File: src/rtl/alu32.sv
// ----------------------------------------------------------------------------
// alu32 : 32-bit integer ALU for the single-cycle RV32I datapath.
//
// The primary result and flags are combinational so the datapath sees them
// in the same cycle. A registered copy of result/zero is kept for debug and
// trace capture.
//
// Ports
//   clk         rising-edge clock, used only by the registered copies
//   reset       asynchronous, active-high; clears result_q, sets zero_q
//   a           operand A (rs1 or PC)
//   b           operand B (rs2 or immediate)
//   ALUControl  operation select
//                 000 ADD  001 SUB  010 AND  011 OR
//                 100 XOR  101 SLT  110 SLTU 111 PASSB
//   result      combinational result
//   zero        combinational, 1 when result == 0
//   carry       carry-out for ADD, NOT borrow for SUB, else 0
//   overflow    signed overflow for ADD/SUB, else 0
//   result_q    result registered on rising clk
//   zero_q      zero registered on rising clk
// ----------------------------------------------------------------------------
module alu32 #(
   parameter int WIDTH = 32
) (
   input  logic             clk,
   input  logic             reset,
   input  logic [WIDTH-1:0] a,
   input  logic [WIDTH-1:0] b,
   input  logic [2:0]       ALUControl,
   output logic [WIDTH-1:0] result,
   output logic             zero,
   output logic             carry,
   output logic             overflow,
   output logic [WIDTH-1:0] result_q,
   output logic             zero_q
);

   localparam logic [2:0] OP_ADD   = 3'b000;
   localparam logic [2:0] OP_SUB   = 3'b001;
   localparam logic [2:0] OP_AND   = 3'b010;
   localparam logic [2:0] OP_OR    = 3'b011;
   localparam logic [2:0] OP_XOR   = 3'b100;
   localparam logic [2:0] OP_SLT   = 3'b101;
   localparam logic [2:0] OP_SLTU  = 3'b110;
   localparam logic [2:0] OP_PASSB = 3'b111;

   localparam int MSB = WIDTH - 1;

   // Both adders always run: the subtractor also feeds SLT/SLTU.
   logic [WIDTH:0]   add_sum;
   logic [WIDTH:0]   sub_sum;
   logic [WIDTH-1:0] b_inv;
   logic             add_ovf;
   logic             sub_ovf;
   logic             slt_bit;
   logic             sltu_bit;

   assign b_inv   = ~b;
   assign add_sum = {1'b0, a} + {1'b0, b};
   // a - b as a + ~b + 1 so bit WIDTH is the NOT-borrow carry.
   assign sub_sum = {1'b0, a} + {1'b0, b_inv} + {{WIDTH{1'b0}}, 1'b1};

   // Signed overflow: operands (with effective b) agree in sign but the
   // result sign differs from a.
   assign add_ovf = (a[MSB] == b[MSB])     && (add_sum[MSB] != a[MSB]);
   assign sub_ovf = (a[MSB] == b_inv[MSB]) && (sub_sum[MSB] != a[MSB]);

   // Sign of the difference corrected by overflow gives the true signed
   // compare even when a - b wraps (e.g. 0x80000000 vs 0x7FFFFFFF).
   assign slt_bit  = sub_sum[MSB] ^ sub_ovf;
   assign sltu_bit = ~sub_sum[WIDTH];

   always_comb begin
      result   = '0;
      carry    = 1'b0;
      overflow = 1'b0;
      case (ALUControl)
         OP_ADD: begin
            result   = add_sum[MSB:0];
            carry    = add_sum[WIDTH];
            overflow = add_ovf;
         end
         OP_SUB: begin
            result   = sub_sum[MSB:0];
            carry    = sub_sum[WIDTH];
            overflow = sub_ovf;
         end
         OP_AND:   result = a & b;
         OP_OR:    result = a | b;
         OP_XOR:   result = a ^ b;
         OP_SLT:   result = {{(WIDTH-1){1'b0}}, slt_bit};
         OP_SLTU:  result = {{(WIDTH-1){1'b0}}, sltu_bit};
         OP_PASSB: result = b;
         default:  result = '0;
      endcase
   end

   assign zero = (result == '0);

   // Trace registers: reset state mirrors a zero result.
   always_ff @(posedge clk or posedge reset) begin
      if (reset) begin
         result_q <= '0;
         zero_q   <= 1'b1;
      end else begin
         result_q <= result;
         zero_q   <= zero;
      end
   end

endmodule

File: config.mk
export PLATFORM = sky130hd
export DESIGN_NAME = alu32
export DESIGN_NICKNAME = d
export VERILOG_FILES = /design/src/rtl/alu32.sv
export SDC_FILE = /design/constraint.sdc
export NUM_CORES = 1
export LEC_CHECK = 0
export BUFFER_PORTS_ARGS = -buffer_cell sky130_fd_sc_hd__buf_2
export CORE_MARGIN = 1
export CORE_UTILIZATION = 60
export CTS_CLUSTER_SIZE = 8
export DETAILED_ROUTE_END_ITERATION = 8
export PLACE_DENSITY = 0.86
export SYNTH_ARGS = -nofsm -noshare
export SYNTH_HDL_FRONTEND = slang
export SYNTH_SLANG_ARGS = --single-unit
File: constraint.sdc
create_clock -name clk -period 13.1 [get_ports clk]
set_input_delay 3.93 -clock clk [delete_from_list [all_inputs] [get_ports clk]]
set_output_delay 3.93 -clock clk [all_outputs]
set_load 0.005 [all_outputs]
Yosys cells after proc, flatten, opt, wreduce, memory -nomap -nowiden. Index checks and enable logic that the tools add are counted.

$add $sub $neg: 3. Equality and inequality tests: 11. Mux-type cells: 3. Bitwise operators: 6. Reductions and logical operators: 4.

Operators with widths (count): one-hot mux 32 bit (8 select lines) (1); adder 32 x 32 -> 33 bit (2); adder 33 x 1 -> 33 bit, second input constant (1); AND 32 bit (1); logical NOT 32 bit (1); NOT 32 bit (1); bitwise OR 32 bit (1); bitwise XOR 32 bit (1); equality test 3 bit, second input constant (4); equality test 3 x 2 -> 1 bit, second input constant (2); one-hot mux 1 bit (2 select lines) (2); equality test 3 x 1 -> 1 bit, second input constant (1); logical NOT 3 bit (1); equality test 1 bit (2); logical AND 1 bit (2); inequality test 1 bit (2); NOT 1 bit (1); bitwise XOR 1 bit (1).

Register bits: 33. Input port bits: 69. Output and inout bits: 68.

Logic depth before layout (Yosys ltp). Gate-level depths: netlist of the first run.

Word-level depth: 8. Mapped depth: 15. Depth with buffers taken out: 14.

Worst setup path before layout of the first run. OpenSTA, ideal clock, no wires.

Path type: input port to output port. Start: in a[0]. End: out zero. Arrival: 7246 ps. Path slack: 1924 ps. Stages: 14. Buffers on the path: 0. Path through: inv_1 > ha_1 > fa_1 > or2_4 > a211o_1 > a2111o_1 > a31oi_4 > o211ai_2 > a2111o_1 > nor3b_1 > mux2i_1 > o211ai_1 > or3_1 > nor4_2.

Elaborated cells on any way between the ends: 12. Those cells by class: add/sub: 3; eq/ne: 1; mux: 1; bitwise: 5; reduce/logical: 2.

RTL lines: start, declared (line 28) `input logic [WIDTH-1:0] a,`; adder 32 x 32 -> 33 bit (line 62) `assign sub_sum = {1'b0, a} + {1'b0, b_inv} + {{WIDTH{1'b0}}, 1'b1};`; adder 33 x 1 -> 33 bit (line 62); one-hot mux 32 bit (8 select lines) (*) (line 78) `case (ALUControl)`; net result[31] (line 31) `output logic [WIDTH-1:0] result,`; logical NOT 32 bit (*) (line 99) `assign zero = (result == '0);`; end, declared (line 32) `output logic zero,`.

Mark *: on every way through the listed nets, which the timed path passes. The rest lies on a longest branch.

Final worst setup path of the first run.
Start: in a[0]. End: out zero.

Longest elaborated chain between the ends: 7. Elaborated cells on any way between the ends: 12. Those cells by class: add/sub: 3; eq/ne: 1; mux: 1; bitwise: 5; reduce/logical: 2.

RTL lines: adder 32 x 32 -> 33 bit (line 62); adder 33 x 1 -> 33 bit (line 62); inequality test 1 bit (line 67) `assign sub_ovf = (a[MSB] == b_inv[MSB]) && (sub_sum[MSB] != a[MSB]);`; logical AND 1 bit (line 67); bitwise XOR 1 bit (line 71) `assign slt_bit = sub_sum[MSB] ^ sub_ovf;`; one-hot mux 32 bit (8 select lines) (*) (line 78); logical NOT 32 bit (*) (line 99).

Every way passes the cells marked *; elsewhere a longest branch is shown, timed or not.

==> results of run 1 <==
-- how the worst max path moves through the flow --
stage | startpoint | endpoint | slack (ps)
after floorplan | a[0] | zero | 1920
after global placement | b[0] | zero | 1400
after detailed placement | a[0] | zero | 1300
after CTS | a[0] | zero | 1290
after global routing | b[11] | zero | 990
final | a[0] | zero | 1210
-- area by class of cell --
| type | count | area [um^2] | share of cell area (%) |
|---|---|---|---|
| clock buffer | 8 | 146.4 | 1.903 |
| timing repair buffer | 146 | 755.7 | 9.823 |
| sequential | 33 | 827.0 | 10.75 |
| tap | 140 | 175.2 | 2.277 |
| antenna | 1 | 2.502 | 0.03253 |
| multi-input combinational | 790 | 5408 | 70.29 |
| inverter | 101 | 379.1 | 4.928 |
-- registers in the layout, indices dropped and copies added, names as in the netlist --
| signal | flops |
|---|---|
| zero_q | 1 |
| result_q | 32 |
-- power groups by stage --
stage                     combinational [uW]  sequential [uW]  clock, uW
after detailed placement                 319              124          0
after CTS                                322              122        119
final                                    334              122        121
after global placement                   317              123          0
after floorplan                          207              126          0
after global routing                     362              124        124
-- stage by stage --
step | setup slack (ps) | hold slack, ps
after global placement | 1396 | 4043
after global routing | 993.2 | 3815
after floorplan | 1924 | 4058
final | 1211 | 3743
after detailed placement | 1304 | 4047
after CTS | 1286 | 3752
-- placed cells by master (no fill, tap or decap), drive strengths merged, types with 9 or more instances in the layout --
cell	synthesis	final
buf	13	146
a211o	9	9
nor4	11	11
a211oi	16	16
o31ai	19	19
inv	100	100
o21ai	72	72
xnor2	10	10
nor2b	17	17
nand2	80	80
a21oi	91	91
nor2	93	93
a221oi	11	11
dfrtp	32	32
o21a	9	9
nand3	19	19
a31oi	11	11
nand2b	11	11
a21o	10	10
ha	97	97
nor3	29	29
o211ai	19	19
-- cells by family (layout without fill, tap and decap cells) --
kind of cell | Yosys count | after routing | share of synthesized area [%]
simple gates | 313 | 313 | 22.17
compound gates | 359 | 359 | 35.76
flops | 33 | 33 | 12.05
xor+xnor | 12 | 12 | 1.531
mux | 7 | 7 | 1.057
other cells | 0 | 1 | 0
buf+inv | 163 | 255 | 9.169
fa+ha+maj | 99 | 99 | 18.26
-- routing by layer --
layer	vias up	global-route usage (%)	share of wire (%)
met5	-	0	0.048
met4	2	19.79	4.5
met3	123	9.982	14
met2	634	63.57	42
met1	3853	56.35	40
li1	3776	-	-
==> key figures, run 1 <==
Timing
  • Final hold violations: 0
  • Fmax: around 84 MHz
  • Tightest Pin Transition: 1101 ps
  • Final min period: about 12,000 ps
  • TNS Setup: 0 ps
  • Worst slew margin: 26.30%
  • Final Cycle Share: 90.75%
  • Final slew viol count: 0
  • Setup violators final: 0
  • RSZ-0062 raised after global routing: no

Critical path
  • CP cell instances: buf_2 -> inv_1 -> ha_1 -> fa_1 -> or2_4 -> a211o_1 -> a2111o_1 -> a31oi_4 -> o211ai_2 -> a2111o_1 -> nor3b_1 -> mux2i_1 -> o211ai_1 -> or3_1 -> nor4_2 -> buf_2
  • Slowest stage delay, CP: ~480 ps
  • Startpoint Class: primary input
  • Crit end category: output pin
  • Critical path type: in2out
  • Worst path bufs/invs: 3
  • Critical path's top delay family: compound AO/OA/AOI/OAI gates
  • Critical-path top delay cell: a2111o_1
  • Critical path depth in cells: 16
  • Critical Path RT: 9170 ps
  • CP Max Fanout: 3
  • Worst endpoint data arrival time: 7960 ps

Place
  • IO Port Bufs: 136
  • Placer congestion estimate: 1.090
  • Placed cells: ~1,200
  • Dpl cell area: between 0.007 and 0.008 mm^2
  • DP HPWL: between 15,000 and 20,000 um

GRT
  • Gr ovfl total: 0
  • GRT Total Usage: a little over two fifths
  • Global-route wire length before repair: around 39,000 um
  • Vias in the first global route: ~7,600
  • Largest net degree at the start of global routing: 46
  • Initial antenna violation count: 2

Floorplan
  • Initial Utilization: 62.50%
  • Number of cell rows: 38
  • Die Ht: 109.0 um
  • # IOs: 137
  • Core box area: 0.01098 mm^2
  • Die ar.: 0.01187 mm^2
  • DIE WIDTH: 109.0 um

CTS
  • Num Clock Sinks: 33
  • TritonCTS Buffers: 5
  • Root Buffer: clkbuf_16
  • Clock transition at path regs: about 60 ps
  • Hold buffer count at CTS: 0
  • Postcts setup bufs: 0
  • Clock Path Buffers: 2
  • CTS tree: done
  • H-tree Lvls: 2
  • Post-cts sizing count: 0

Cells and area
  • Fin cells: 1,219
  • Share of layout cells above drive strength 1: 16.14%
  • NumNets Final: 1,245
  • Final instance area: between 0.007 and 0.008 mm^2
  • Filler Cells Inserted: 992
  • Synthesis-to-finish area growth: 12.09%
  • Final Core Density: 70.05%

Synth
  • Flops & latches, synth: 33
  • EDFF count, synth: 0
  • Post-synth top cells: ha_1, nor2_1, a21oi_1
  • Ys async rst share: 100.0%
  • Synth Instances: 986
  • Syn Nets: 1,154
  • Distinct cells, synth: between 80 and 90
  • Mapped Avg Cell Area: 6.962 um^2
  • Seq/Total Area, Yosys: 12.05%
  • Yosys top cell by area: ha_1
  • Top-count cell post-synth: ha_1
  • Main flop type after synthesis: dfrtp_1
  • Post-Syn Area: 0.006864 mm^2
  • Post-synth top area share: 17.68%
  • Largest cells by area after synthesis: ha_1, dfrtp_1, a21oi_1
  • Ys Warns: 0

Route
  • Routed Antenna Nets: 0
  • Total wire length: between 20,000 and 25,000 um
  • Avg Vias per Cell: between 6 and 7
  • Total iterations of the first detailed-routing run: 9
  • Avg WL per Cell: 20.38 um
  • Via count: around 8,400
  • Initial DRC count: 1,153
  • DRC viols: 0

Power and ir drop
  • Sw Ratio: 45.42%
  • Reg power frac: a little over a fifth
  • P_leak: 0.003664 uW
  • Sw Pwr: 262.5 uW
  • Clock group share of total power: 21.0%
  • PwrDens: 75.11 mW/mm^2
  • Total power: 577.9 uW
  • Combinational power share: 57.9%
  • Max VDD drop: 0.09558 mV
  • Pint: roughly 320 uW

Run status
  • Outcome: finished clean

Run
  • Max Cap Viol: 0

Min path
  • Hold Path Class: in2async
(Power assumes the default switching activity.)
==> inputs of run 2 (changes only) <==
Settings changed: BUFFER_PORTS_ARGS -buffer_cell sky130_fd_sc_hd__buf_2 to default, DONT_BUFFER_PORTS from default to 1, PLACE_DENSITY 0.86 to 0.76.
==> run 2 against run 1 <==
First-iteration DRC count shrank 14%. Cell count shrank 12%. Core utilization shrank 6.4 points. Cell area shrank 9.2%. Routed wire length shrank 3.7%. Highest routed layer is now met4. Die area is the same. Maximum frequency grew 0.91%. Setup slack gained 110 ps.
==> key figures, run 2 (same netlist as run 1, synthesis figures left out) <==
Timing
  • TNS Setup: 0 ps (unchanged)
  • Fmax: 84.88 MHz (+0.91%)
  • Worst slew margin: 22.87% (-3.4 points)
  • Tightest Pin Transition: 1153 ps (+51.19 ps)
  • Final min period: 11,780 ps (-107.0 ps)
  • Setup violators final: 0 (unchanged)
  • Final hold violations: 0 (unchanged)
  • Final Cycle Share: 89.94% (-0.82 points)
  • Final hold slack: 3635 ps (-108.0 ps)
  • Final slew viol count: 0 (unchanged)
  • RSZ-0062 raised after global routing: no

Place
  • Placer congestion estimate: 1.021 (-6.4%)
  • DP HPWL: 17,740 um (-5.7%)
  • Placed cells: 1,070 (-12%)
  • IO Port Bufs: 0 (-100%)

Floorplan
  • Die Ht: 109.0 um (unchanged)
  • DIE WIDTH: 109.0 um (unchanged)
  • # IOs: 137 (unchanged)
  • Core box area: 0.01098 mm^2 (unchanged)
  • Initial Utilization: 62.50% (unchanged)
  • Number of cell rows: 38 (unchanged)
  • Die ar.: 0.01187 mm^2 (unchanged)

Critical path
  • Critical Path RT: 9170 ps (about the same)
  • Crit end category: output pin
  • Critical Path Sink: zero
  • Startpoint Class: primary input
  • CP Max Fanout: 14 (+11)
  • Critical path type: in2out
  • Worst endpoint data arrival time: 7850 ps (-110 ps)
  • Worst Setup SP: b[11]

Route
  • Via count: 7,632 (-9.0%)
  • Avg WL per Cell: 22.20 um (+8.9%)
  • Avg Vias per Cell: 7.080 (+2.9%)
  • DRC viols: 0 (unchanged)
  • Total iterations of the first detailed-routing run: 6 (-3)
  • Routed Antenna Nets: 0 (unchanged)
  • Total wire length: 23,930 um (-3.7%)
  • Initial DRC count: 988 (-14%)

Cells and area
  • Largest Register: result_q
  • Most frequent cells in the layout: ha_1, nor2_1, a21oi_1
  • Largest register FFs: 32 (unchanged)
  • Fin cells: 1,078 (-12%)
  • Biggest regs: result_q x32, zero_q x1
  • Diodes inserted: 0 (-1)
  • Most common cell after layout, fill and taps aside: ha_1
  • Synthesis-to-finish area growth: 1.768%
  • NumNets Final: 1,105 (-11%)
  • Share of layout cells above drive strength 1: 3.838% (-12 points)
  • Final Core Density: 63.60% (-6.4 points)

GRT
  • GRT Total Usage: 39.90% (-2.3 points)
  • Initial antenna violation count: 0 (-2)
  • Global-route wire length before repair: 36,560 um (-5.6%)
  • Vias in the first global route: 6,863 (-9.2%)
  • Largest net degree at the start of global routing: 83 (+80%)
  • Gr ovfl total: 0 (unchanged)

Power and ir drop
  • Total power: 527.3 uW (-8.7%)
  • P_leak: 0.003083 uW (-16%)
  • PwrDens: 75.49 mW/mm^2 (+0.51%)
  • Max VDD drop: 0.09353 mV (-2.1%)

Run
  • Max Cap Viol: 0 (unchanged)

CTS
  • H-tree Lvls: 2 (unchanged)
  • Post-cts sizing count: 0 (unchanged)
  • Root Buffer: clkbuf_16
  • Clock Path Buffers: 2 (unchanged)
  • TritonCTS Buffers: 5 (unchanged)
  • CTS tree: done
  • Clock transition at path regs: 60 ps (about the same)
  • Postcts setup bufs: 0 (unchanged)
  • Hold buffer count at CTS: 0 (unchanged)
  • Num Clock Sinks: 33 (unchanged)

Run status
  • Outcome: finished clean

Min path
  • Hold Path Class: in2async
run 2: cell count changes in the layout (fill, tap and decap cells not counted):
cell / before / now
nor2_2: 0 / 2
buf_2: 136 / 0
diode_2: 1 / 0
buf_4: 10 / 6
nor2_1: 93 / 91
run 2: power breakdown:
part,switching [uW],internal (uW)
clock,46.5,75.9
combinational,183,94.9
sequential,8.95,118
run 2: worst min path at each step:
stage | endpoint | slack [ps] | depth (start not counted)
5_1_grt | result_q[14] | 3700 | 2
3_3_place_gp | result_q[1] | 3940 | 2
6_report | result_q[14] | 3640 | 2
4_1_cts | result_q[14] | 3650 | 2
2_1_floorplan | result_q[0] | 4060 | 1
3_5_place_dp | result_q[1] | 3950 | 2
run 2: stage by stage:
step | setup WS (ps) | area [um^2]
6_report | 1318 | 6985
5_1_grt | 1131 | 6985
4_1_cts | 1466 | 6985
3_5_place_dp | 1474 | 6839
3_3_place_gp | 1554 | 6839
2_1_floorplan | 1924 | 6864
run 2: final cells by class:
type	instances	area (um^2)
multi-input combinational	790	5413
timing repair buffer	6	45.04
fill	1050	3998
sequential	33	827.0
clock buffer	8	146.4
inverter	101	379.1
tap	140	175.2
run 2: critical path, cell delays in order:
cell and delay, ps:
inv_1 30, ha_1 450, o21a_1 280, o2111a_1 240
a221oi_1 510, nand3b_1 270, a41oi_2 470, o31ai_1 210
a21oi_1 290, mux2i_1 220, o211ai_1 210, or3_1 400
nor4_2 330
run 2: per-layer routing:
metal	GRT usage [%]	routed length (um)
met2	59.48	10050
met3	11.24	3269
met1	53.77	9753
met5	0	0
met4	15.83	857
==> inputs of run 3 (changes only) <==
Settings changed: ABC_AREA from default to 1.
==> run 3 against run 2 <==
Synthesized cell count rose by 47%. Core utilization fell by 0.27 points. Cell count rose by 48%. Maximum frequency rose by 12%. Clock-buffer cell count fell by 2. Non-clock buffer count did not move. Critical path depth rose by 5. Critical endpoint unchanged.
==> key figures, run 3 <==
Cells and area
  • Largest register FFs: 32 (unchanged)
  • Biggest regs: result_q x32, zero_q x1
  • Share of layout cells above drive strength 1: 7.168% (+3.3 points)
  • Diodes inserted: 0 (unchanged)
  • Fin cells: 1,595 (+48%)
  • Final instance area: 0.008123 mm^2 (+16%)
  • Synthesis-to-finish area growth: 1.169%
  • Most common cell after layout, fill and taps aside: nand2_1
  • Most frequent cells in the layout: nand2_1, inv_1, nor2_1
  • NumNets Final: 1,590 (+44%)
  • Largest Register: result_q

CTS
  • Postcts setup bufs: 0 (unchanged)
  • Hold buffer count at CTS: 0 (unchanged)
  • Clock Path Buffers: 2 (unchanged)
  • Root Buffer: clkbuf_16
  • Clock transition at path regs: 70 ps (about the same)
  • Post-cts sizing count: 0 (unchanged)
  • TritonCTS Buffers: 5 (unchanged)
  • CTS tree: done
  • H-tree Lvls: 2 (unchanged)
  • Num Clock Sinks: 33 (unchanged)

Synth
  • Largest cells by area after synthesis: nand2_1, ha_1, inv_1
  • Main flop type after synthesis: dfrtp_1
  • Ys async rst share: 100.0% (unchanged)
  • Post-Syn Area: 0.008029 mm^2 (+17%)
  • Seq/Total Area, Yosys: 10.30% (-1.7 points)
  • Distinct cells, synth: 42 (-51%)
  • Post-synth top area share: 20.80% (+3.1 points)
  • Syn Nets: 1,620 (+40%)
  • Mapped Avg Cell Area: 5.530 um^2 (-21%)
  • Flops & latches, synth: 33 (unchanged)
  • Post-synth top cells: nand2_1, inv_1, nor2_1
  • Top-count cell post-synth: nand2_1
  • EDFF count, synth: 0 (unchanged)
  • Ys Warns: 0 (unchanged)
  • Synth Instances: 1,452 (+47%)
  • Yosys top cell by area: nand2_1

Critical path
  • Critical-path top delay cell: fa_1
  • Critical path type: in2out
  • Worst path bufs/invs: 1 (unchanged)
  • Slowest stage delay, CP: 440 ps (-70 ps)
  • Critical path's top delay family: simple AND/OR/NAND/NOR gates
  • Worst endpoint data arrival time: 6600 ps (-1250 ps)
  • CP Max Fanout: 4 (-10)
  • CP cell instances: inv_1 -> ha_1 -> fa_1 -> nor2_2 -> nand2_1 -> nand3_1 -> nand2_1 -> nand2_2 -> nand2_1 -> nand2_1 -> a21oi_1 -> o21ai_0 -> nand3_1 -> nor2_1 -> nand2_1 -> nor2_1 -> nand2_1 -> nor2_1
  • Startpoint Class: primary input
  • Crit end category: output pin
  • Critical Path RT: 9170 ps (about the same)
  • Cell mode on critical path: nand2_1

GRT
  • Global-route wire length before repair: 43,050 um (+18%)
  • Initial antenna violation count: 0 (unchanged)
  • GRT Total Usage: 39.70% (-0.19 points)
  • Vias in the first global route: 8,099 (+18%)
  • Gr ovfl total: 0 (unchanged)
  • Largest net degree at the start of global routing: 34 (-59%)

Timing
  • Worst slew margin: 61.37% (+38 points)
  • Final slew viol count: 0 (unchanged)
  • Final min period: 10,530 ps (-1254 ps)
  • Fmax: 94.99 MHz (+12%)
  • Tightest Pin Transition: 564.9 ps (-587.7 ps)
  • TNS Setup: 0 ps (unchanged)
  • Final hold violations: 0 (unchanged)
  • Setup violators final: 0 (unchanged)
  • Final Cycle Share: 80.36% (-9.6 points)
  • Setup ws final: 2572 ps (+1254 ps)
  • RSZ-0062 raised after global routing: no

Power and ir drop
  • P_leak: 0.004938 uW (+60%)
  • Max VDD drop: 0.04439 mV (-53%)
  • PwrDens: 68.19 mW/mm^2 (-9.7%)
  • Total power: 553.9 uW (+5.0%)

Floorplan
  • Number of cell rows: 41 (+7.9%)
  • Core box area: 0.01282 mm^2 (+17%)
  • Initial Utilization: 62.60% (+0.11 points)
  • # IOs: 137 (unchanged)
  • DIE WIDTH: 117.7 um (+8.0%)
  • Die ar.: 0.01385 mm^2 (+17%)
  • Die Ht: 117.7 um (+8.0%)

Place
  • DP HPWL: 22,340 um (+26%)
  • Placer congestion estimate: 1.101 (+7.9%)
  • Dpl cell area: 0.007984 mm^2 (+17%)
  • IO Port Bufs: 0 (unchanged)
  • Setup WS pre-CTS: 2625 ps (+1151 ps)
  • Placed cells: 1,587 (+48%)

Route
  • Routed Antenna Nets: 0 (unchanged)
  • Via count: 8,998 (+18%)
  • Avg Vias per Cell: 5.641 (-20%)
  • Total wire length: 27,730 um (+16%)
  • Total iterations of the first detailed-routing run: 5 (-1)
  • Initial DRC count: 1,072 (+8.5%)
  • Avg WL per Cell: 17.38 um (-22%)
  • DRC viols: 0 (unchanged)

Run status
  • Outcome: finished clean

Run
  • Max Cap Viol: 0 (unchanged)

Min path
  • Hold Path Class: in2async
-- run 3: changes by cell type in the layout (fill, tap and decap cells not counted), moves of 17 or more --
cell / delta
nand3_1: +79
nor2b_1: -17
nand2_1: +365
o21ai_0: -26
nor2_2: +23
nor2_1: +30
nand2_2: +21
nor3_1: -22
a21oi_1: -24
o22ai_1: +36
nand3_2: +18
inv_1: +230
o31ai_1: -19
-- run 3: final timing paths --
check	start	to	depth (start not counted)
worst max-delay path	a[0]	zero	18
max in group asynchronous	reset	result_q[16]	2
worst min-delay path	reset	result_q[26]	2
min in group clk	ALUControl[2]	result_q[2]	2
-- run 3: layer usage --
layer | GRT usage (%) | vias up | wire length, um
met3 | 7.316 | 48 | 3571
met4 | 12.66 | 0 | 718
met2 | 59.56 | 574 | 11510
met5 | 0 | - | 0
met1 | 56.76 | 3985 | 11930
li1 | - | 4391 | -
-- run 3: through the flow --
| step | hold WS [ps] | util (%) |
|---|---|---|
| after CTS | 3634 | 63.34 |
| after global placement | 3940 | 62.25 |
| after detailed placement | 3951 | 62.25 |
| after global routing | 3664 | 63.34 |
| final | 3619 | 63.34 |
| after floorplan | 4058 | - |
-- run 3: cells by family (layout without fill, tap and decap cells) --
logic type                 count (synthesis)  after routing  synth area share [%]
buffers and inverters                    381            352                 19.62
DFF                                       33             33                 10.30
AOI/OAI and AO/OA                        168            168                 12.14
adders and majority gates                 99             99                 15.61
xor gates and xnor gates                  10             10                 1.091
and+or+nand+nor                          761            761                 41.23
-- run 3: where the power goes --
| group | switching, uW | total, uW | leakage [uW] | internal (uW) |
|---|---|---|---|---|
| logic | 220 | 308 | 0.00446 | 88.3 |
| clock network | 52.9 | 123 | 0.0000706 | 70.0 |
| registers | 6.96 | 123 | 0.000410 | 116 |
-- run 3: final cells by class --
type	count	area (um^2)
Clock buffer	6	128.9
Clock inverter	2	10.01
Fill cell	1369	4702
Inverter	338	1270
Multi-Input combinational cell	1038	5627
Sequential cell	33	827.0
Tap cell	172	215.2
Timing Repair Buffer	6	45.04
